## src/rtl/cpu_core_mc_pkg.sv

```systemverilog
// Shared definitions for the multi-cycle core: opcodes, FSM states, flag
// positions in the status register and branch-condition codes.
package cpu_core_mc_pkg;

  typedef enum logic [2:0] {
    OP_ADD    = 3'd0,
    OP_AND    = 3'd1,
    OP_NOT    = 3'd2,
    OP_LOAD   = 3'd3,
    OP_STORE  = 3'd4,
    OP_JUMP   = 3'd5,
    OP_BRANCH = 3'd6,
    OP_OUT    = 3'd7
  } opcode_e;

  typedef enum logic [2:0] {
    S_FETCH  = 3'd0,
    S_DECODE = 3'd1,
    S_EXEC   = 3'd2,
    S_LOADWB = 3'd3,
    S_HALT   = 3'd4
  } state_e;

  localparam int FLG_C = 0;
  localparam int FLG_Z = 1;
  localparam int FLG_V = 2;
  localparam int FLG_N = 3;

  localparam logic [1:0] BR_Z      = 2'b00;
  localparam logic [1:0] BR_C      = 2'b01;
  localparam logic [1:0] BR_N      = 2'b10;
  localparam logic [1:0] BR_ALWAYS = 2'b11;

  function automatic logic isAluOp(input opcode_e op);
    return (op == OP_ADD) || (op == OP_AND) || (op == OP_NOT);
  endfunction

endpackage

```

## src/rtl/cpu_core_mc_alu.sv

```systemverilog
// Combinational ALU for the multi-cycle core: result plus the four status
// flags; flags are only meaningful for ADD/AND/NOT.
module cpu_alu_mc
  import cpu_core_mc_pkg::*;
#(
  parameter int DATA_W = 16
) (
  input  opcode_e           i_op,
  input  logic [DATA_W-1:0] i_a,
  input  logic [DATA_W-1:0] i_b,
  output logic [DATA_W-1:0] o_res,
  output logic [3:0]        o_flags
);

  logic [DATA_W:0] w_sum;

  always_comb begin
    w_sum   = {1'b0, i_a} + {1'b0, i_b};
    o_res   = '0;
    o_flags = '0;
    case (i_op)
      OP_ADD: begin
        o_res          = w_sum[DATA_W-1:0];
        o_flags[FLG_C] = w_sum[DATA_W];
        // Signed overflow: operands agree in sign but the result does not.
        o_flags[FLG_V] = (i_a[DATA_W-1] == i_b[DATA_W-1]) &&
                         (w_sum[DATA_W-1] != i_a[DATA_W-1]);
      end
      OP_AND:  o_res = i_a & i_b;
      OP_NOT:  o_res = ~i_a;
      default: o_res = '0;
    endcase
    o_flags[FLG_Z] = (o_res == '0);
    o_flags[FLG_N] = o_res[DATA_W-1];
  end

endmodule

```

## src/rtl/cpu_core_mc.sv

```systemverilog
// Parametrised multi-cycle core: FETCH/DECODE/EXEC FSM, register file, PC,
// external synchronous memory port and a valid/ready output channel.
module cpu_core_mc
  import cpu_core_mc_pkg::*;
#(
  parameter int DATA_W   = 16,
  parameter int ADDR_W   = 8,
  parameter int NREGS    = 4,
  parameter int RESET_PC = 0
) (
  input  logic              clk,
  input  logic              reset_n,
  output logic [ADDR_W-1:0] mem_addr,
  input  logic [DATA_W-1:0] mem_rdata,
  output logic [DATA_W-1:0] mem_wdata,
  output logic              mem_we,
  output logic [DATA_W-1:0] out_data,
  output logic              out_valid,
  input  logic              out_ready,
  output logic              halted
);

  localparam int RS    = $clog2(NREGS);
  localparam int OFF_W = DATA_W - 3 - RS;

  state_e            r_state;
  logic [ADDR_W-1:0] r_pc;
  logic [DATA_W-1:0] r_ir;
  logic [3:0]        r_sr;
  logic [DATA_W-1:0] r_regs [NREGS];

  opcode_e           w_op;
  logic [RS-1:0]     w_rd;
  logic [RS-1:0]     w_rs1;
  logic [RS-1:0]     w_rs2;
  logic [OFF_W-1:0]  w_off;
  logic [1:0]        w_brCond;
  logic              w_haltBit;
  logic [DATA_W-1:0] w_rdVal;
  logic [ADDR_W-1:0] w_memOffAddr;
  logic [ADDR_W-1:0] w_jumpAddr;
  logic [ADDR_W-1:0] w_branchAddr;
  logic              w_brTaken;
  logic [DATA_W-1:0] w_aluRes;
  logic [3:0]        w_aluFlags;

  assign w_op      = opcode_e'(r_ir[DATA_W-1 -: 3]);
  assign w_rd      = r_ir[DATA_W-4 -: RS];
  assign w_rs1     = r_ir[DATA_W-4-RS -: RS];
  assign w_rs2     = r_ir[DATA_W-4-2*RS -: RS];
  assign w_off     = r_ir[OFF_W-1:0];
  assign w_brCond  = w_off[OFF_W-1 -: 2];
  assign w_haltBit = w_off[OFF_W-1];
  assign w_rdVal   = r_regs[w_rd];

  // Address sums are taken mod 2^ADDR_W, so truncating each operand first is exact.
  assign w_memOffAddr = r_pc + ADDR_W'(w_off);
  assign w_jumpAddr   = ADDR_W'(w_rdVal) + ADDR_W'(w_off);
  assign w_branchAddr = ADDR_W'(w_rdVal) + ADDR_W'(w_off[OFF_W-3:0]);

  always_comb begin
    w_brTaken = 1'b0;
    case (w_brCond)
      BR_Z:      w_brTaken = r_sr[FLG_Z];
      BR_C:      w_brTaken = r_sr[FLG_C];
      BR_N:      w_brTaken = r_sr[FLG_N];
      BR_ALWAYS: w_brTaken = 1'b1;
      default:   w_brTaken = 1'b0;
    endcase
  end

  cpu_alu_mc #(
    .DATA_W (DATA_W)
  ) u_alu (
    .i_op    (w_op),
    .i_a     (r_regs[w_rs1]),
    .i_b     (r_regs[w_rs2]),
    .o_res   (w_aluRes),
    .o_flags (w_aluFlags)
  );

  always_ff @(posedge clk or negedge reset_n) begin
    if (!reset_n) begin
      r_state <= S_FETCH;
      r_pc    <= ADDR_W'(RESET_PC);
      r_ir    <= '0;
      r_sr    <= '0;
      for (int i = 0; i < NREGS; i++) begin
        r_regs[i] <= '0;
      end
    end else begin
      case (r_state)
        S_FETCH: r_state <= S_DECODE;
        S_DECODE: begin
          r_ir    <= mem_rdata;
          r_pc    <= r_pc + ADDR_W'(1);
          r_state <= S_EXEC;
        end
        S_EXEC: begin
          r_state <= S_FETCH;
          if (isAluOp(w_op)) begin
            r_regs[w_rd] <= w_aluRes;
            r_sr         <= w_aluFlags;
          end
          case (w_op)
            OP_LOAD:   r_state <= S_LOADWB;
            OP_JUMP:   r_pc    <= w_jumpAddr;
            OP_BRANCH: if (w_brTaken) r_pc <= w_branchAddr;
            OP_OUT: begin
              // OUT holds EXEC until the sink accepts; HALT shares the opcode.
              if (w_haltBit)       r_state <= S_HALT;
              else if (!out_ready) r_state <= S_EXEC;
            end
            default: ;
          endcase
        end
        S_LOADWB: begin
          r_regs[w_rd] <= mem_rdata;
          r_state      <= S_FETCH;
        end
        S_HALT:  r_state <= S_HALT;
        default: r_state <= S_FETCH;
      endcase
    end
  end

  always_comb begin
    mem_addr  = r_pc;
    mem_we    = 1'b0;
    mem_wdata = '0;
    out_valid = 1'b0;
    out_data  = '0;
    if (r_state == S_EXEC) begin
      case (w_op)
        OP_LOAD: mem_addr = w_memOffAddr;
        OP_STORE: begin
          mem_addr  = w_memOffAddr;
          mem_we    = 1'b1;
          mem_wdata = w_rdVal;
        end
        OP_OUT: begin
          if (!w_haltBit) begin
            out_valid = 1'b1;
            out_data  = w_rdVal;
          end
        end
        default: ;
      endcase
    end
  end

  assign halted = (r_state == S_HALT);

endmodule
```

## config.mk

```make
export PLATFORM = sky130hd
export DESIGN_NAME = cpu_core_mc
export DESIGN_NICKNAME = d
export VERILOG_FILES = /design/src/rtl/cpu_core_mc_pkg.sv /design/src/rtl/cpu_core_mc_alu.sv /design/src/rtl/cpu_core_mc.sv
export SDC_FILE = /design/constraint.sdc
export NUM_CORES = 1
export LEC_CHECK = 0
export CAP_MARGIN = 20
export CORE_UTILIZATION = 45
export CTS_CLUSTER_DIAMETER = 200
export CTS_CLUSTER_SIZE = 12
export DETAILED_ROUTE_END_ITERATION = 10
export HOLD_SLACK_MARGIN = 0.03
export SLEW_MARGIN = 20
export SYNTH_ARGS = -nofsm -noshare
export SYNTH_HDL_FRONTEND = slang
export SYNTH_SLANG_ARGS = --single-unit
export TNS_END_PERCENT = 50
```

## constraint.sdc

```tcl
create_clock -name clk -period 4.85 [get_ports clk]
set_input_delay 1.455 -clock clk [delete_from_list [all_inputs] [get_ports clk]]
set_output_delay 1.455 -clock clk [all_outputs]
set_load 0.05 [all_outputs]
```

* After elaboration in Yosys (flattened, before gate mapping)
Index checks and enable logic that the tools add are counted.
** Storage, ports and cells
- Register bits after elaboration :: 95
- Bits of input ports :: 19
- Word-level logic and storage cells :: 92
** Cells by class
- $add $sub $neg :: 4
- Order comparisons :: 4
- Equal/unequal tests :: 19
- Multiplexer cells :: 38
- Bitwise logic cells :: 5
- Reduce and logical (&&, ||, !) cells :: 14
** Operators by type and width (number)
- 16-bit 2-to-1 mux :: 12
- 64-bit bitwise mux :: 2
- 64-bit case mux with 2 select lines :: 1
- 16-bit binary-select mux with 2-bit select :: 3
- 64-bit 2-to-1 mux :: 1
- 16-bit case mux with 3 select lines :: 1
- 16-bit demux with 2-bit select :: 1
- 8-bit case mux with 2 select lines :: 2
- 8-bit 2-to-1 mux :: 3
- 16-bit by 16-bit adder with 17-bit output :: 1
- 8-bit adder :: 2
- 16-bit AND :: 1
- 16-bit zero test :: 1
- 16-bit NOT :: 1
- 3-bit equality test (second input constant) :: 5
- 3-bit by 2-bit equality test with 1-bit output (second input constant) :: 4
- 3-bit case mux with 4 select lines :: 1
- 3-bit >= comparator (second input constant) :: 3
- 2-bit NOT with 3-bit output :: 3
- 8-bit by 1-bit adder with 8-bit output (second input constant) :: 1
- 1-bit 2-to-1 mux :: 7
- 3-bit by 1-bit equality test with 1-bit output (second input constant) :: 2
- 3-bit zero test :: 2
- 3-bit case mux with 2 select lines :: 1
- 18 further kinds :: 23

* Logic depth before layout (Yosys ltp)
Gate-level depths: netlist of the first run.
- Word-level depth :: 9
- Mapped depth :: 13
- Mapped depth without buffers :: 12

* Cells and area by module
From an unflattened synthesis of the first run, not the netlist that was laid out.
** Unflattened totals
- Cells, all modules :: 740
- Area total of the unflattened synthesis :: 7183.1 µm²
** By module, submodules not included
- cpu_core_mc :: times used 1, cells each 547, area an instance 5916.9 µm², sequential area each 2352.3 µm²
- cpu_alu_mc :: times used 1, cells each 193, area an instance 1266.2 µm², sequential area each 0.0 µm²

* Worst setup path after synthesis of the first run
Ideal clock, no wire load.
- Path type :: reg2out
- Start point :: register r_pc[0]
- End point :: output port mem_addr[6]
- Arrival time :: 2702 ps
- Path slack :: 693 ps
- Cell stages (with the launch flop) :: 11
- Buffers on the path :: 0
- Cell sequence :: dfrtp_1 -> ha_1 -> inv_1 -> fa_1 -> nor2b_1 -> o21ai_0 -> nand2b_1 -> a21o_1 -> a21oi_1 -> xor2_1 -> o21ai_0
** Between the ends
- Longest elaborated chain between the ends :: 3
** Ends and longest elaborated chain
- start, declared :: RTL line cpu_core_mc.sv:27 : logic [ADDR_W-1:0] r_pc;
- start signal, assigned :: RTL line cpu_core_mc.sv:85 : r_pc <= ADDR_W'(RESET_PC);
- start signal, assigned :: RTL line cpu_core_mc.sv:96 : r_pc <= r_pc + ADDR_W'(1);
- start signal, assigned :: RTL line cpu_core_mc.sv:107 : OP_JUMP: r_pc <= w_jumpAddr;
- 8-bit adder :: RTL line cpu_core_mc.sv:57 : assign w_memOffAddr = r_pc + ADDR_W'(w_off);
- 8-bit 2-to-1 mux :: RTL line cpu_core_mc.sv:134 : case (w_op)
- 8-bit 2-to-1 mux :: RTL line cpu_core_mc.sv:133 : if (r_state == S_EXEC) begin
- end, declared :: RTL line cpu_core_mc.sv:13 : output logic [ADDR_W-1:0] mem_addr,
Every way passes these cells.

* Final worst setup path of the first run
- Start point :: register r_state[2]
- End point :: output port mem_wdata[10]
** Between the ends
- Longest elaborated chain between the ends :: 2
** Ends and longest elaborated chain
- start, declared :: RTL line cpu_core_mc.sv:26 : state_e r_state;
- start signal, assigned :: RTL line cpu_core_mc.sv:84 : r_state <= S_FETCH;
- start signal, assigned :: RTL line cpu_core_mc.sv:93 : S_FETCH: r_state <= S_DECODE;
- start signal, assigned :: RTL line cpu_core_mc.sv:97 : r_state <= S_EXEC;
- 3-bit by 2-bit equality test with 1-bit output :: RTL line cpu_core_mc.sv:133
- 16-bit 2-to-1 mux :: RTL line cpu_core_mc.sv:133
- end, declared :: RTL line cpu_core_mc.sv:15 : output logic [DATA_W-1:0] mem_wdata,
Every way passes these cells.

==> summary by stage, run 1 <==
Detailed routing
Summing over every cut layer, the via total after detailed routing is 5916. The detailed-router iteration count before antenna repair is 5. The routed length per placed instance is around 21 um. In the routed layout, each cell is associated on average with a via count of between 6 and 7. The residual DRC count is 0.

The DRC violation total after the first TritonRoute iteration is 587. The total wirelength of the detailed-routed design is 20400 um. The remaining antenna violation count after routing is 0.

Clock tree
The number of buffers between clock root and the deepest sink is 2. The maximum level of the CTS H-tree is 3. The CTS sink count is 94. The number of buffers inserted to repair setup after CTS is 0. The root buffer cell chosen for the clock tree is sky130_fd_sc_hd__clkbuf_16.

The register clock-pin slew on the reported worst setup and hold paths is 70 ps. TritonCTS built the clock tree. The later pin in the worst-skew pair is clocked with a latency of 350 ps. TritonCTS created 9 clock buffers.

Yosys
Yosys mapped a number of flops with a built-in enable equal to 0. Counting distinct cell types in the post-synthesis netlist gives 63. The yosys synthesis warning count is 0. Counting every net in the synthesized netlist gives 787. The post-synthesis async set-or-reset flop share is 100%. The most used flip-flop cell after synthesis is sky130_fd_sc_hd__dfrtp_1. The mapped netlist covers ~7000 um2.

The part of the Yosys area used for sequential elements is 33.5%. In the synthesized netlist, the number of instances is ~730. The number of register bits inferred by synthesis is 94. The mean cell area of the mapped netlist is between 9 and 10 um2.

GRT
The total congestion overflow is 0. The initial antenna violation count was 0. The global-route usage over all layers is between 20% and 30%. Entering global routing, the biggest net connects 72 pins.

The via count of the first global-routing pass came to 5719. The wire length of the first global-routing pass is 32400 um.

Floorplanning
The initial cell density of the core is 46.2%. The total die area is between 15000 and 20000 um2. The core area is 15200 um2. In this run the vertical extent of the chip is ~130 um.

The die is 127 um wide. The number of I/O pins is 62. The initialized floorplan defines between 40 and 50 standard-cell rows.

STA
Setup violations remaining at the end of the flow were counted as 0. Setup repair after global routing left no endpoint under its margin. For the final routed database, the setup TNS stands at 0 ps. The final hold violation count is 0. The worst setup skew after layout is a little over 7 ps. Of the available clock period, the critical path in the final layout requires 94.3%. The max-slew violation total from the final report was 0.

The slew at the pin with the worst max-slew slack is roughly 1100 ps. Headroom to the max-slew limit came out at 27.7%. For this run, the top clock speed supported by timing is 219 MHz. The clock period could shrink to 4570 ps.

Placed design
The quantity of I/O buffers inserted on ports is 61. The weighted congestion at the end of routability-driven global placement is 0.928. The number of cells after detailed placement is between 900 and 1000. The detailed placement HPWL is 14800 um. Summing all placed instances gives a cell area of 7820 um2.

Finish
The post-layout instance count excluding filler cells is 976. The final design area excluding fillers is 8160 um2. Summing all multi-input logic gate instances after layout gives 4430 um2. In the final design database the tool counted 836 nets. Of the cells placed in the final design, the portion with a size suffix greater than 1 is 14.6%. From synthesis to final layout, the design area changed by 16.1%. The sequential cell area is 2350 um2. The count of fill cells added during filler insertion is 1380. The repair_antennas step left the layout with diodes totalling 0.

Run status
The run finished with clean final reports.

Hold path
In this run the worst hold path is classified as reg -> reg.

Setup path
The nature of the critical path endpoint is a primary output. At the worst endpoint, the arrival time is 3120 ps. The worst setup path is of the reg -> out kind. Data on the critical path is required at its endpoint by 3390 ps. The maximum fanout along the worst path is 10. The critical path launch point type is a flop.

Run
The number of max-cap violations is 0.
-- kinds of logic (layout without fill, tap and decap cells) --
| family | count (synthesis) | in the layout | share of synthesized area [%] |
|---|---|---|---|
| AOI/OAI and AO/OA | 225 | 225 | 19.3 |
| DFF | 94 | 94 | 33.5 |
| buffers and inverters | 57 | 111 | 3.74 |
| adders and majority gates | 34 | 34 | 6.38 |
| and+or+nand+nor | 231 | 231 | 15.4 |
| xor gates and xnor gates | 22 | 22 | 2.74 |
| muxes | 71 | 71 | 19.0 |
-- per-layer routing --
layer	vias up	part of all wire (%)	GRT usage (%)
li1	2792	-	-
met1	2912	47	38.9
met2	192	46	40.6
met3	20	6.2	4.43
met4	0	1.5	7.42
met5	-	0	0
-- flip-flops by register name (all words and copies together), names as in the netlist --
register  flops
r_ir         16
r_pc          8
r_regs       64
r_sr          3
r_state       3
-- cell usage after synthesis, types with 2 or more instances --
| cell | number | area share (%) |
|---|---|---|
| sky130_fd_sc_hd__nand2_1 | 115 | 6.1 |
| sky130_fd_sc_hd__o21ai_0 | 103 | 7.3 |
| sky130_fd_sc_hd__dfrtp_1 | 94 | 33 |
| sky130_fd_sc_hd__mux4_2 | 47 | 15 |
| sky130_fd_sc_hd__a21oi_1 | 38 | 2.7 |
| sky130_fd_sc_hd__and2_1 | 34 | 3.0 |
| sky130_fd_sc_hd__clkbuf_1 | 31 | 1.7 |
| sky130_fd_sc_hd__ha_1 | 31 | 5.5 |
| sky130_fd_sc_hd__nor2_1 | 31 | 1.7 |
| sky130_fd_sc_hd__mux2_2 | 17 | 2.7 |
| sky130_fd_sc_hd__a21o_1 | 13 | 1.4 |
| sky130_fd_sc_hd__inv_1 | 13 | 0.69 |
| sky130_fd_sc_hd__xnor2_1 | 12 | 1.5 |
| sky130_fd_sc_hd__nor2b_1 | 10 | 0.89 |
| sky130_fd_sc_hd__xor2_1 | 10 | 1.2 |
| sky130_fd_sc_hd__a22oi_1 | 9 | 0.96 |
| sky130_fd_sc_hd__nand2b_1 | 8 | 0.71 |
| sky130_fd_sc_hd__nand3_1 | 8 | 0.57 |
| sky130_fd_sc_hd__o211ai_1 | 8 | 0.85 |
| sky130_fd_sc_hd__o21ai_1 | 8 | 0.57 |
| sky130_fd_sc_hd__a211oi_1 | 6 | 0.64 |
| sky130_fd_sc_hd__and3_1 | 6 | 0.53 |
| sky130_fd_sc_hd__mux2i_1 | 6 | 0.85 |
| sky130_fd_sc_hd__nor3_1 | 6 | 0.43 |
| sky130_fd_sc_hd__o22ai_1 | 5 | 0.45 |
| sky130_fd_sc_hd__a31oi_1 | 4 | 0.36 |
| sky130_fd_sc_hd__buf_1 | 4 | 0.21 |
| sky130_fd_sc_hd__o21bai_1 | 4 | 0.43 |
| sky130_fd_sc_hd__a211o_1 | 3 | 0.37 |
| sky130_fd_sc_hd__buf_2 | 3 | 0.21 |
| sky130_fd_sc_hd__clkbuf_8 | 3 | 0.59 |
| sky130_fd_sc_hd__fa_1 | 3 | 0.85 |
| sky130_fd_sc_hd__nand4_1 | 3 | 0.27 |
| sky130_fd_sc_hd__o21a_1 | 3 | 0.32 |
| sky130_fd_sc_hd__a211o_2 | 2 | 0.28 |
| sky130_fd_sc_hd__a31o_2 | 2 | 0.25 |
| sky130_fd_sc_hd__buf_4 | 2 | 0.21 |
| sky130_fd_sc_hd__nand3b_1 | 2 | 0.21 |
| sky130_fd_sc_hd__nand4b_1 | 2 | 0.25 |
| sky130_fd_sc_hd__o41ai_1 | 2 | 0.25 |
-- cells in the final DEF (no fill, tap or decap), types with 10 or more instances in the layout --
master and count:
sky130_fd_sc_hd__mux2_2 17, sky130_fd_sc_hd__and2_1 34, sky130_fd_sc_hd__o21ai_0 103, sky130_fd_sc_hd__inv_1 13, sky130_fd_sc_hd__xor2_1 10, sky130_fd_sc_hd__ha_1 31
sky130_fd_sc_hd__a21o_1 13, sky130_fd_sc_hd__mux4_2 47, sky130_fd_sc_hd__clkdlybuf4s50_1 59, sky130_fd_sc_hd__a21oi_1 38, sky130_fd_sc_hd__xnor2_1 12, sky130_fd_sc_hd__dfrtp_1 94
sky130_fd_sc_hd__buf_4 22, sky130_fd_sc_hd__nand2_1 115, sky130_fd_sc_hd__nor2_1 31
-- worst max-delay path, cell delays in order (launching register included) --
cell                              delay, ps
sky130_fd_sc_hd__dfrtp_1                450
sky130_fd_sc_hd__nor2b_1                270
sky130_fd_sc_hd__nor2b_2                340
sky130_fd_sc_hd__and3_1                 460
sky130_fd_sc_hd__buf_4                  270
sky130_fd_sc_hd__and2_1                 150
sky130_fd_sc_hd__clkdlybuf4s50_1        820
-- cell type report --
cell class / instances / area share (%)
clock buffer: 11 / 2.98
inverter: 13 / 0.598
timing repair buffer: 82 / 9.42
sequential: 94 / 28.8
tap: 188 / 2.88
clock inverter: 5 / 0.997
multi-input combinational: 583 / 54.3
-- worst paths after layout --
| check | from | endpoint | slack [ps] | cells after the start |
|---|---|---|---|---|
| max in group asynchronous | reset_n | r_regs[63] | 2830 | 2 |
| worst min-delay path | r_sr[1] | r_sr[1] | 490 | 2 |
| worst min register to register | r_sr[1] | r_sr[1] | 490 | 2 |
| min in group asynchronous | reset_n | r_pc[7] | 1230 | 1 |
| worst max-delay path | r_state[2] | mem_wdata[10] | 280 | 6 |
| worst max register to register | r_ir[7] | r_sr[1] | 780 | 11 |
-- what timing repair did --
item / in CTS / in global routing
hold buffers: 0 / 0
endpoints found under the setup margin: 0 / 2
resized for setup: 0 / 2
-- per-stage QoR --
step	util, %	worst slack (ps)	hold WS, ps
after global routing	53.6	78.4	534
after floorplan	-	693	443
final	53.6	278	495
after CTS	53.6	55.8	492
after detailed placement	51.4	446	466
after global placement	51.4	468	455
Power of run 1 is not shown: default switching activity piles up to over one toggle a cycle in this logic, so the estimate is an artifact.
==> run 2: changes to the inputs <==
--- a/config.mk
+++ b/config.mk
@@ -6,11 +6,15 @@
 export NUM_CORES = 1
 export LEC_CHECK = 0
 export CAP_MARGIN = 20
-export CORE_UTILIZATION = 45
+export CELL_PAD_IN_SITES_DETAIL_PLACEMENT = 1
+export CELL_PAD_IN_SITES_GLOBAL_PLACEMENT = 1
+export CORE_UTILIZATION = 40
 export CTS_CLUSTER_DIAMETER = 200
 export CTS_CLUSTER_SIZE = 12
 export DETAILED_ROUTE_END_ITERATION = 10
+export GPL_ROUTABILITY_DRIVEN = 0
 export HOLD_SLACK_MARGIN = 0.03
+export PLACE_DENSITY_LB_ADDON = 0.1
 export SLEW_MARGIN = 20
 export SYNTH_ARGS = -nofsm -noshare
 export SYNTH_HDL_FRONTEND = slang
==> summary by stage, run 2 (synthesized netlist as in run 1, its figures left out) <==
Run status
The run finished with clean final reports.

STA
The final setup TNS is 0 ps (unchanged). The max-slew violation total from the final report was 0 (unchanged). The achievable frequency is 213 MHz (-2.7%). The worst hold slack is 507 ps (+12.5 ps). The final-report setup violation count came to 0 (unchanged). The tightest slew margin relative to the limit is 26.1% (-1.6 points). The post-route minimum period came to 4700 ps (+126 ps). Setup repair after global routing left no endpoint under its margin. The final hold violation count is 0 (unchanged). The share of the clock period used by the worst path after layout is 96.9% (+2.6 points). The worst setup skew after layout is 9.56 ps (+2.38 ps). The slew at the pin with the worst max-slew slack is 1100 ps (+18.8 ps).

Clock tree
The total of hold buffers inserted after clock tree synthesis was 0 (unchanged). The number of buffers between clock root and the deepest sink is 2 (unchanged). The maximum level of the CTS H-tree is 3 (unchanged).

The CTS sink count came to 94 (unchanged). The number of buffers added by the clock tree synthesis step came to 9 (unchanged). The register clock-pin slew on the reported worst setup and hold paths came to 70 ps (about the same).

TritonCTS built the clock tree. In this run the clock root is driven by a sky130_fd_sc_hd__clkbuf_16. The total of cells resized after clock tree synthesis came to 0 (unchanged). The clock latency on the worst-skew pair is 360 ps (about the same). The number of buffers inserted to repair setup after CTS is 0 (unchanged).

Finish
The post-layout net count is 832 (-0.48%). The number of inserted diodes was 0 (unchanged). The area added between synthesis and finish is 15.7%.

The fraction of layout cells with a size suffix above 1 came to 15.6% (+0.97 points). The number of flip-flops in the largest register is 64 (unchanged). The largest registers in the layout are r_regs x64, r_ir x16, r_pc x8. In the layout the commonest cells are sky130_fd_sc_hd__nand2_1, sky130_fd_sc_hd__o21ai_0, sky130_fd_sc_hd__dfrtp_1. The count of fill cells added during filler insertion is 1939 (+41%). The most common library cell in the layout ignoring fill and taps is sky130_fd_sc_hd__nand2_1. The largest register by flop count is r_regs.

Setup path
The most prevalent standard cell on the critical path is sky130_fd_sc_hd__o21ai_0. The maximum fanout along the worst path is 7 (-3). The critical path data required time is 3390 ps (about the same). The worst setup path is captured at a primary output. The arrival time reported for the critical path endpoint came to 3240 ps (+120 ps).

The start point of the critical path is r_pc[0]. Traced cell by cell, the critical path runs through ha_1 > inv_1 > fa_1 > nor2b_1 > o21ai_0 > nand2b_1 > a21o_1 > a21oi_1 > xor2_1 > o21ai_0 > clkdlybuf4s50_1. The source of the worst register-to-register timing path is r_ir[7].

The critical path launch point type is a flop. The standard cell with the maximum stage delay on the critical path is sky130_fd_sc_hd__clkdlybuf4s50_1. The maximum single-stage delay on the critical path is 840 ps (+20 ps).

The class of the most critical setup path is reg -> out.

GRT
The total congestion overflow came to 0 (unchanged). The largest net degree at the start of global routing was 70 (-2.8%). The via count of the first global-routing pass was 6495 (+14%). The global-route usage over all layers was 27.1% (+0.58 points). The wire length of the first global-routing pass is 37200 um (+15%). The initial antenna violation count was 0 (unchanged).

Placed design
The detailed placement HPWL is 17200 um (+16%). The quantity of I/O buffers inserted on ports is 61 (unchanged).

Run
The number of max-cap violations is 0 (unchanged).

Detailed routing
The routed length per placed instance was 23.1 um (+10%). The number of vias per cell is 6.10 (+0.57%). The DRC violation total after the first TritonRoute iteration came to 363 (-38%). The residual DRC count is 0 (unchanged). The detailed-router iteration count before antenna repair is 5 (unchanged).

The total wirelength of the detailed-routed design was 23300 um (+14%). The remaining antenna violation count after routing is 0 (unchanged). The via count is 6151 (+4.0%).

Floorplanning
The core area is 17200 um2 (+13%). The initial cell density of the core was 40.8% (-5.5 points). The total die area was 18100 um2 (+12%).

The number of I/O pins is 62 (unchanged). The number of rows created at floorplan came to 48 (+6.7%). The die extent in x is 135 um (+6.0%). The die span in y is 135 um (+6.0%).

Hold path
The tightest min-delay check is of the reg -> reg type. The worst hold path startpoint is r_sr[0].
==> run 2: layout make-up <==
class / count / area, um2 / area share, %
inverters: 13 / 48.8 / 0.600
repair buffers: 78 / 716 / 8.80
multi-input cells: 583 / 4430 / 54.4
clock buffers: 9 / 225 / 2.77
clock inverters: 7 / 81.3 / 1.00
well taps: 225 / 282 / 3.46
flip-flops and latches: 94 / 2350 / 28.9
==> run 2: worst paths after layout <==
check	end	slack, ps	cells past startpoint
max in group asynchronous	r_regs[63]	2680	2
worst min-delay path	r_sr[0]	510	2
worst max-delay path	mem_addr[6]	150	11
worst max register to register	r_sr[1]	740	11
worst min register to register	r_sr[0]	510	2
min in group asynchronous	r_ir[1]	1230	1
==> run 2: critical path: cells and delay by family (launching register included) <==
kind                     cells  cell delay [ps]
AO/OA/AOI/OAI                4              500
XOR/XNOR                     1              140
adder cells (fa/ha/maj)      2              620
buffers and inverters        2              900
flip-flops                   1              450
AND/OR/NAND/NOR              2              280
==> run 2: layer usage <==
metal / vias up / wire, um / global-route usage, %
met1: 3177 / 10600 / 36.9
li1: 2780 / - / -
met3: 44 / 963 / 3.38
met4: 0 / 625 / 10.0
met2: 150 / 11100 / 44.4
met5: - / 0 / 0
==> run 2: stage by stage <==
stage	setup slack [ps]	utilization [%]	instance area (um2)	cells
after CTS	38.3	47.2	8130	1009
after global routing	14.3	47.2	8130	1009
after global placement	513	45.3	7820	993
final	151	47.2	8130	1009
after detailed placement	430	45.4	7820	993
after floorplan	693	-	7030	734
Power of run 2 is left out for the same reason.
==> run 3: changes to the inputs <==
--- a/config.mk
+++ b/config.mk
@@ -8,15 +8,16 @@
 export CAP_MARGIN = 20
 export CELL_PAD_IN_SITES_DETAIL_PLACEMENT = 1
 export CELL_PAD_IN_SITES_GLOBAL_PLACEMENT = 1
+export CORE_MARGIN = 10
 export CORE_UTILIZATION = 40
 export CTS_CLUSTER_DIAMETER = 200
 export CTS_CLUSTER_SIZE = 12
 export DETAILED_ROUTE_END_ITERATION = 10
 export GPL_ROUTABILITY_DRIVEN = 0
+export GPL_TIMING_DRIVEN = 0
 export HOLD_SLACK_MARGIN = 0.03
 export PLACE_DENSITY_LB_ADDON = 0.1
 export SLEW_MARGIN = 20
 export SYNTH_ARGS = -nofsm -noshare
 export SYNTH_HDL_FRONTEND = slang
 export SYNTH_SLANG_ARGS = --single-unit
-export TNS_END_PERCENT = 50
==> summary by stage, run 3 (synthesized netlist as in run 1, its figures left out) <==
Clock tree
The clock latency on the worst-skew pair is 360 ps (about the same). The maximum level of the CTS H-tree is 3 (unchanged). The number of buffers added by the clock tree synthesis step is 9 (unchanged). The total of hold buffers inserted after clock tree synthesis is 0 (unchanged). The number of buffers inserted to repair setup after CTS is 0 (unchanged). The CTS sink count is 94 (unchanged). In this run the clock root is driven by a sky130_fd_sc_hd__clkbuf_16. The number of buffers between clock root and the deepest sink is 2 (unchanged). The register clock-pin slew on the reported worst setup and hold paths is 70 ps (about the same). The clock tree from TritonCTS is done.

Detailed routing
The number of vias per cell came to 6.08 (-0.25%). The total wirelength of the detailed-routed design is 25800 um (+11%). The DRC violation total after the first TritonRoute iteration is 451 (+24%). The residual DRC count is 0 (unchanged). The routed length per placed instance is 24.9 um (+8.0%). The detailed-router iteration count before antenna repair is 4 (-1). The remaining antenna violation count after routing came to 0 (unchanged). The via count is 6300 (+2.4%).

STA
The final setup TNS came to 0 ps (unchanged). The final-report setup violation count is 0 (unchanged). Setup repair after global routing left no endpoint under its margin.

The worst hold slack came to 483 ps (-23.8 ps). The achievable frequency is 214 MHz (+0.64%). The max-slew violation total from the final report was 0 (unchanged). The slew at the pin with the worst max-slew slack is 950 ps (-153 ps). The post-route minimum period is 4670 ps (-30.0 ps).

The worst setup skew after layout is 10.5 ps (+0.975 ps). The share of the clock period used by the worst path after layout is 96.3% (-0.62 points). The final hold violation count is 0 (unchanged). The tightest slew margin relative to the limit is 36.4% (+10 points).

Finish
The number of flip-flops in the largest register was 64 (unchanged). The largest registers in the layout are r_regs x64, r_ir x16, r_pc x8. The final design area excluding fillers came to 8280 um2 (+1.8%). The area added between synthesis and finish is 17.8%. The fraction of the core area covered by cells at the end of the flow is 48.0% (+0.84 points). The most common library cell in the layout ignoring fill and taps is sky130_fd_sc_hd__nand2_1. The count of fill cells added during filler insertion is 1959 (+1.0%). The number of inserted diodes is 0 (unchanged). Leaving out fill and tap cells, the most frequent cells in the layout are sky130_fd_sc_hd__nand2_1, sky130_fd_sc_hd__o21ai_0, sky130_fd_sc_hd__dfrtp_1. More flip-flops sit in one register than any other, and that register is r_regs. The post-layout net count is 860 (+3.4%). The fraction of layout cells with a size suffix above 1 came to 13.7% (-1.9 points).

The sequential cell area came to 2350 um2 (unchanged). The area of the multi-input gates is 4420 um2 (about the same).

Floorplanning
The die span in y is 153 um (+13%). The initial cell density of the core is 40.8% (unchanged). The core area is 17200 um2 (unchanged).

The number of I/O pins is 62 (unchanged). The die extent in x is 153 um (+13%). The number of rows created at floorplan is 48 (unchanged). The total die area is 23300 um2 (+29%).

Placed design
The quantity of I/O buffers inserted on ports is 61 (unchanged). The detailed placement HPWL was 20000 um (+16%). The cell area after placement came to 7970 um2 (+1.8%).

GRT
The largest net degree at the start of global routing is 59 (-16%). The wire length of the first global-routing pass is 40000 um (+7.5%). The global-route usage over all layers is 21.8% (-5.3 points). The initial antenna violation count came to 1 (+1). The total congestion overflow is 0 (unchanged). The via count of the first global-routing pass is 6812 (+4.9%).

Run
The number of max-cap violations is 0 (unchanged).

Setup path
The critical path starts at r_ir[11]. The critical path launch point type is a flop. The class of the most critical setup path is reg -> out. The critical path data required time is 3390 ps (about the same).

The maximum fanout along the worst path is 10 (+3). The arrival time reported for the critical path endpoint is 3210 ps (-30 ps). The nature of the critical path endpoint is a primary output.

The source of the worst register-to-register timing path is r_ir[7].

Hold path
The class of the tightest hold or removal check is reg -> reg. The startpoint identified for the worst hold timing path is r_sr[1].

Run status
The run finished with clean final reports.
## run 3: final timing paths
kind	endpoint	slack, ps	cells past startpoint
max reg2reg	r_sr[1]	330	12
min reg2reg	r_sr[1]	480	2
max in group asynchronous	r_ir[12]	3200	2
max	out_data[14]	180	5
min in group asynchronous	r_pc[3]	1000	1
min	r_sr[1]	480	2
## run 3: per-stage QoR
step | setup slack [ps] | cells
6_report | 181 | 1036
5_1_grt | 31.0 | 1036
4_1_cts | 25.2 | 1037
3_5_place_dp | -167 | 1022
3_3_place_gp | -1340 | 1020
2_1_floorplan | 693 | 734
## run 3: per-layer routing
metal	global-route usage, %	vias up	share of wire [%]
li1	-	2842	-
met5	0	-	0.050
met4	5.90	2	2.0
met1	27.4	3258	43
met3	4.97	39	5.4
met2	36.8	159	49
## run 3: critical path, stage by stage, from the launching register on
cell                              delay, ps
sky130_fd_sc_hd__dfrtp_1                430
sky130_fd_sc_hd__clkdlybuf4s15_2        520
sky130_fd_sc_hd__clkbuf_2               420
sky130_fd_sc_hd__mux4_2                 610
sky130_fd_sc_hd__and2_1                 170
sky130_fd_sc_hd__clkdlybuf4s50_1        700
## run 3: what timing repair did
item | CTS | global route
endpoints found under the setup margin | 22 | 29
gates resized for setup | 16 | 8
cloned | 0 | 0
## run 3: final cells by class
class                   count  share of cell area, %
multi-input cells         583                   53.5
repair buffers             63                   7.79
inverters                  13                  0.590
flip-flops and latches     94                   28.4
well taps                 225                   3.40
plain buffers              43                   2.78
clock inverters             6                  0.832
clock buffers               9                   2.72
Power of run 3 is left out for the same reason.
